--- src/rtl/perceptron_pkg.sv ---
// Shared definitions for the perceptron trainer and classifier:
// default sizes, learning constants and the trainer FSM encoding.
package perceptron_pkg;

   localparam int unsigned     DEF_N_IN    = 16;
   localparam int unsigned     DEF_W_WIDTH = 8;
   localparam logic [7:0]      DEF_W_INIT  = 8'h80;
   localparam logic [7:0]      DEF_LR      = 8'd16;
   localparam logic [7:0]      SAT_MAX     = 8'hFF;

   typedef enum logic [2:0] {
      IDLE,
      ACCUM,
      DECIDE,
      UPDATE,
      DONE
   } state_t;

endpackage

--- src/rtl/perceptron_trainer_sat_addsub.sv ---
// Combinational unsigned add/subtract that clamps to all-ones on overflow
// and to zero on underflow, using a one-bit-wider intermediate.
module sat_addsub import perceptron_pkg::*; #(
   parameter int unsigned W = DEF_W_WIDTH
) (
   input  logic [W-1:0] a,
   input  logic [W-1:0] b,
   input  logic         sub,
   output logic [W-1:0] y
);

   logic [W:0] ext;

   always_comb begin
      ext = '0;
      y   = '0;
      if (sub) begin
         ext = {1'b0, a} - {1'b0, b};
         y   = ext[W] ? '0 : ext[W-1:0];
      end else begin
         ext = {1'b0, a} + {1'b0, b};
         y   = ext[W] ? '1 : ext[W-1:0];
      end
   end

endmodule

--- src/rtl/perceptron_trainer.sv ---
// Online perceptron trainer: serial saturated accumulation over set bits,
// threshold prediction, and per-weight learning-rule update on error.
module perceptron_trainer import perceptron_pkg::*; #(
   parameter int unsigned          N_IN    = DEF_N_IN,
   parameter int unsigned          W_WIDTH = DEF_W_WIDTH,
   parameter logic [W_WIDTH-1:0]   LR      = DEF_LR,
   parameter logic [W_WIDTH-1:0]   THRESH  = 8'd255,
   parameter logic [W_WIDTH-1:0]   W_INIT  = DEF_W_INIT
) (
   input  logic                      clk,
   input  logic                      rst_n,
   input  logic                      sample_valid,
   output logic                      sample_ready,
   input  logic [N_IN-1:0]           sample_data,
   input  logic                      sample_label,
   output logic                      done_valid,
   output logic                      done_pred,
   output logic                      done_err,
   output logic                      busy,
   input  logic [$clog2(N_IN)-1:0]   weight_addr,
   output logic [W_WIDTH-1:0]        weight_data
);

   localparam int unsigned        IDX_W = $clog2(N_IN);
   localparam logic [IDX_W-1:0]   LAST  = IDX_W'(N_IN - 1);

   state_t               state, state_nxt;
   logic [N_IN-1:0]      data_q;
   logic                 label_q;
   logic [W_WIDTH-1:0]   sum;
   logic [IDX_W-1:0]     idx;
   logic                 pred_q, err_q;
   logic [W_WIDTH-1:0]   weights [N_IN];

   logic [W_WIDTH-1:0]   op_a, op_b, op_y;
   logic                 op_sub;
   logic                 pred_now;
   logic                 idx_last;

   assign pred_now = (sum >= THRESH);
   assign idx_last = (idx == LAST);

   always_ff @(posedge clk or negedge rst_n) begin
      if (!rst_n) state <= IDLE;
      else        state <= state_nxt;
   end

   always_comb begin
      state_nxt = state;
      case (state)
         IDLE:    if (sample_valid) state_nxt = ACCUM;
         ACCUM:   if (idx_last)     state_nxt = DECIDE;
         DECIDE:  state_nxt = (pred_now ^ label_q) ? UPDATE : DONE;
         UPDATE:  if (idx_last)     state_nxt = DONE;
         DONE:    state_nxt = IDLE;
         default: state_nxt = IDLE;
      endcase
   end

   // One saturating unit serves both phases: sum+weight in ACCUM, weight+/-LR in UPDATE.
   always_comb begin
      op_a   = sum;
      op_b   = weights[idx];
      op_sub = 1'b0;
      if (state == UPDATE) begin
         op_a   = weights[idx];
         op_b   = LR;
         op_sub = ~label_q;
      end
   end

   sat_addsub #(.W(W_WIDTH)) u_sat (
      .a   (op_a),
      .b   (op_b),
      .sub (op_sub),
      .y   (op_y)
   );

   always_ff @(posedge clk or negedge rst_n) begin
      if (!rst_n) begin
         data_q  <= '0;
         label_q <= 1'b0;
         sum     <= '0;
         idx     <= '0;
         pred_q  <= 1'b0;
         err_q   <= 1'b0;
         for (int unsigned i = 0; i < N_IN; i++) weights[i] <= W_INIT;
      end else begin
         case (state)
            IDLE: if (sample_valid) begin
               data_q  <= sample_data;
               label_q <= sample_label;
               sum     <= '0;
               idx     <= '0;
            end
            ACCUM: begin
               if (data_q[idx]) sum <= op_y;
               idx <= idx + 1'b1;
            end
            DECIDE: begin
               pred_q <= pred_now;
               err_q  <= pred_now ^ label_q;
               idx    <= '0;
            end
            UPDATE: begin
               if (data_q[idx]) weights[idx] <= op_y;
               idx <= idx + 1'b1;
            end
            default: ;
         endcase
      end
   end

   assign sample_ready = (state == IDLE);
   assign busy         = (state != IDLE);
   assign done_valid   = (state == DONE);
   assign done_pred    = pred_q;
   assign done_err     = err_q;
   assign weight_data  = weights[weight_addr];

endmodule

--- config.mk ---
export PLATFORM = sky130hd
export DESIGN_NAME = perceptron_trainer
export DESIGN_NICKNAME = d
export VERILOG_FILES = /design/src/rtl/perceptron_pkg.sv /design/src/rtl/perceptron_trainer_sat_addsub.sv /design/src/rtl/perceptron_trainer.sv
export SDC_FILE = /design/constraint.sdc
export NUM_CORES = 1
export LEC_CHECK = 0
export CAP_MARGIN = 40
export CORE_MARGIN = 2
export CORE_UTILIZATION = 45
export DETAILED_ROUTE_END_ITERATION = 8
export PLACE_DENSITY = 0.66
export SLEW_MARGIN = 10
export SYNTH_ARGS = -nofsm -noshare
export SYNTH_HDL_FRONTEND = slang
export SYNTH_HIERARCHICAL = 1
export SYNTH_SLANG_ARGS = --single-unit
--- constraint.sdc ---
create_clock -name clk -period 4.1 [get_ports clk]
set_input_delay 0.82 -clock clk [delete_from_list [all_inputs] [get_ports clk]]
set_output_delay 0.82 -clock clk [all_outputs]
set_load 0.05 [all_outputs]
==> reports/metrics.csv <==
stage;metric;value;unit
detailed_routing;met2 wire length;13.0;mm
place;Placed Area;11200;um2
yosys;Top FF cell, synth;dfrtp_1;
yosys;commonest cells in the netlist;dfrtp_1, mux2_2, mux4_2, mux2_4, nand2_1;
outcome;failing checks;setup timing;
detailed_routing;met1 WL;11.1;mm
clocking;total CTS buffers;17;
sta;Worst Skew;8.34;ps
sta;FMAX;243;MHz
setup_path;Crit Path Max Fanout;8;
floorplanning;core box area;21800;um2
floorplanning;row count;54;
yosys;post-synth cell types;68;
clocking;Clk Latency, worst-skew pair;430;ps
sta;worst slew pin tran;765;ps
final_layout;Layout fillers;1713;
sta;fin crit share;100;%
sta;minimum clock period;4110;ps
global_route;largest net degree at the start of global routing;67;
sta;setup_tns;-94.1;ps
floorplanning;I/O pin count;37;
yosys;Yosys reg bits;162;
global_route;total gr overflow;0;
setup_path;most frequent CP cell;buf_6;
yosys;Synth top area share;36.7;%
global_route;first-pass GRT wire length;39.8;mm
sta;max-slew violations;0;
setup_path;startpoint types;flip-flop;
power_and_ir_drop;pwr dens;978;nW/um2
detailed_routing;1st-iter DRT viols;362;
yosys;Synth async-reset ratio;100;%
yosys;Syn Inst Count;714;
sta;unrepaired setup endpoints after global routing;yes;
place;Detail Placement HPWL;17.4;mm
job;Max Cap Viol;0;
detailed_routing;drc violations;0;
final_layout;layout cells sized above 1;54.7;%
final_layout;n_diodes;0;
clocking;H-tree depth;4;
clocking;Reg clk slew, reported paths;60;ps
yosys;register area share after synthesis;40.9;%
sta;Final Hold Fails;0;
global_route;number of global-route vias before repair;7167;
floorplanning;Die ar.;23300;um2
detailed_routing;Top Metal Used;met4;
final_layout;post-route cell area;12300;um2
detailed_routing;drt total wl;25.5;mm
floorplanning;Die W;153;um
setup_path;worst setup path category;reg2reg;
yosys;syn_area_per_cell;13.9;um2
clocking;CTS Buffer Depth;2;
place;PortBufs;36;
final_layout;Nets;879;
sta;Final setup viols;15;
yosys;Post-synth EDFFs;0;
yosys;total nets after synthesis;760;
clocking;Sink Count;162;
clocking;CTS tree;done;
floorplanning;die height;153;um
yosys;Yosys warning count;6;
yosys;top post-synthesis cells by area;dfrtp_1, mux4_2, mux2_2;
setup_path;CP Data Required Time;4420;ps
detailed_routing;Pre-antenna DRT Iters;5;
setup_path;Crit-path slowest cell;mux4_2;
setup_path;Worst Setup End Kind;flip-flop;
setup_path;CP max stage delay;490;ps
power_and_ir_drop;maximum VDD drop;0.000518;V
power_and_ir_drop;Design Power;12.1;mW
final_layout;Final Util;56.7;%
hold_path;Hold/Removal Path Class;in2async;
final_layout;Non-Filler Instances;1126;
place;pre-CTS WS;-196;ps
detailed_routing;met3 routed WL;843;um
yosys;Yosys top cell by area;dfrtp_1;
sta;worst hold slack;311;ps
yosys;Post-Syn Area;9950;um2
global_route;initial antenna violation count;0;
place;dpl cells;1071;
detailed_routing;via count;6674;
outcome;outcome;finished with violations;
detailed_routing;DRT antenna net count;0;
detailed_routing;DR vias/cell;5.93;
sta;fin worst setup slack;-12.8;ps
sta;relative slew slack;49.0;%
clocking;clock root cell;clkbuf_16;
place;Routability Congestion;0.874;
yosys;most numerous cell in the Yosys netlist;dfrtp_1;
detailed_routing;Avg WL per Cell;22.6;um
global_route;All-Layer GR Usage;21.7;%
setup_path;Worst EP arrival;4430;ps
floorplanning;initial core utilization;45.7;%
power_and_ir_drop;static leakage;5.65;nW
final_layout;area delta synth->final;23.9;%
setup_path;crit path cell chain;buf_6 -> buf_12 -> mux4_2 -> mux2_4 -> o21ai_4 -> nor2_2 -> buf_4 -> ha_4 -> fa_2 -> nor2b_4 -> o21a_1 -> o211a_4 -> buf_6 -> o21ai_4 -> buf_6 -> nand3_4 -> buf_6 -> mux2_4;
-- worst max-delay path, delay by kind of cell, from the launching register on --
kind                       cells  cell delay (ps)
DFF                            1              410
AOI/OAI and AO/OA              4              820
adders and majority gates      2              530
buffers and inverters          6              840
muxes                          3             1040
and+or+nand+nor                3              340
-- cells by family after synthesis --
family          share of synthesized area, %
mux                                     38.5
flops                                   40.9
simple gates                            6.79
compound gates                          6.48
buf+inv                                 4.15
fa+ha+maj                               2.92
xor+xnor                               0.264
-- layout by cell type, fill, tap and decap left out, types with 3 or more instances in the layout --
cell type        count
a21oi_1             11
o21ai_4              6
clkinv_4             5
a21o_1               4
nand2_4              4
mux2_2              86
nand2_1             34
buf_4               96
dfstp_2             16
o21ai_0              4
a211oi_2             5
a22o_1               3
ha_1                17
mux2_4              61
o21ai_1              9
dfrtp_1            144
nor3_1               5
a21oi_2              4
inv_1               25
nand2b_1             6
inv_6                3
xnor2_1              3
nand2_8              4
mux2i_2              8
buf_12              11
mux2_1               7
nor2b_1              5
buf_6               11
nor2_1              17
and2_1               7
and3_1               5
clkdlybuf4s50_1     26
or2_2                3
clkbuf_16           20
mux2i_1             18
o31ai_1              4
mux4_2              72
-- path summary, 6_finish.rpt --
check | from | cells after the start | slack [ps] | endpoint
setup / recovery | idx[0] | 18 | -10 | weights[85]
setup reg to reg | idx[0] | 18 | -10 | weights[85]
min in group clk | data_q[5] | 1 | 510 | data_q[5]
hold reg to reg | data_q[5] | 1 | 510 | data_q[5]
hold / removal | rst_n | 1 | 310 | weights[42]
max in group asynchronous | rst_n | 3 | 2720 | weights[87]
-- state kept, by name, indices dropped and copies added (netlist names) --
name       flops
label_q        1
data_q        16
idx            4
done_pred      1
weights      128
done_err       1
state          3
sum            8
-- final cells by class --
cell class,instances,area [um2],area share (%)
clock buffers,18,439,3.56
flip-flops and latches,162,4080,33.1
inverters,27,101,0.822
multi-input cells,473,5740,46.6
clock inverters,14,155,1.26
well taps,280,350,2.84
repair buffers,152,1470,11.9
-- power by group --
| part | switching, mW | internal, mW |
|---|---|---|
| clock network | 0.688 | 0.920 |
| logic | 3.92 | 3.85 |
| registers | 0.456 | 2.22 |
-- metal layers --
layer	GRT usage [%]	vias up
li1	-	2917
met1	28.1	3561
met2	36.7	152
met3	4.27	44
met4	7.28	0
met5	0	-
-- timing repair --
| item | 4_1_cts | 5_1_grt |
|---|---|---|
| setup endpoints to repair | 131 | 133 |
| hold buffers | 0 | 0 |
| pin swaps | 0 | 16 |
| gates resized for setup | 6 | 87 |
| gates cloned | 0 | 7 |
| setup buffers | 3 | 13 |
Power figures use the tool's default switching activity.
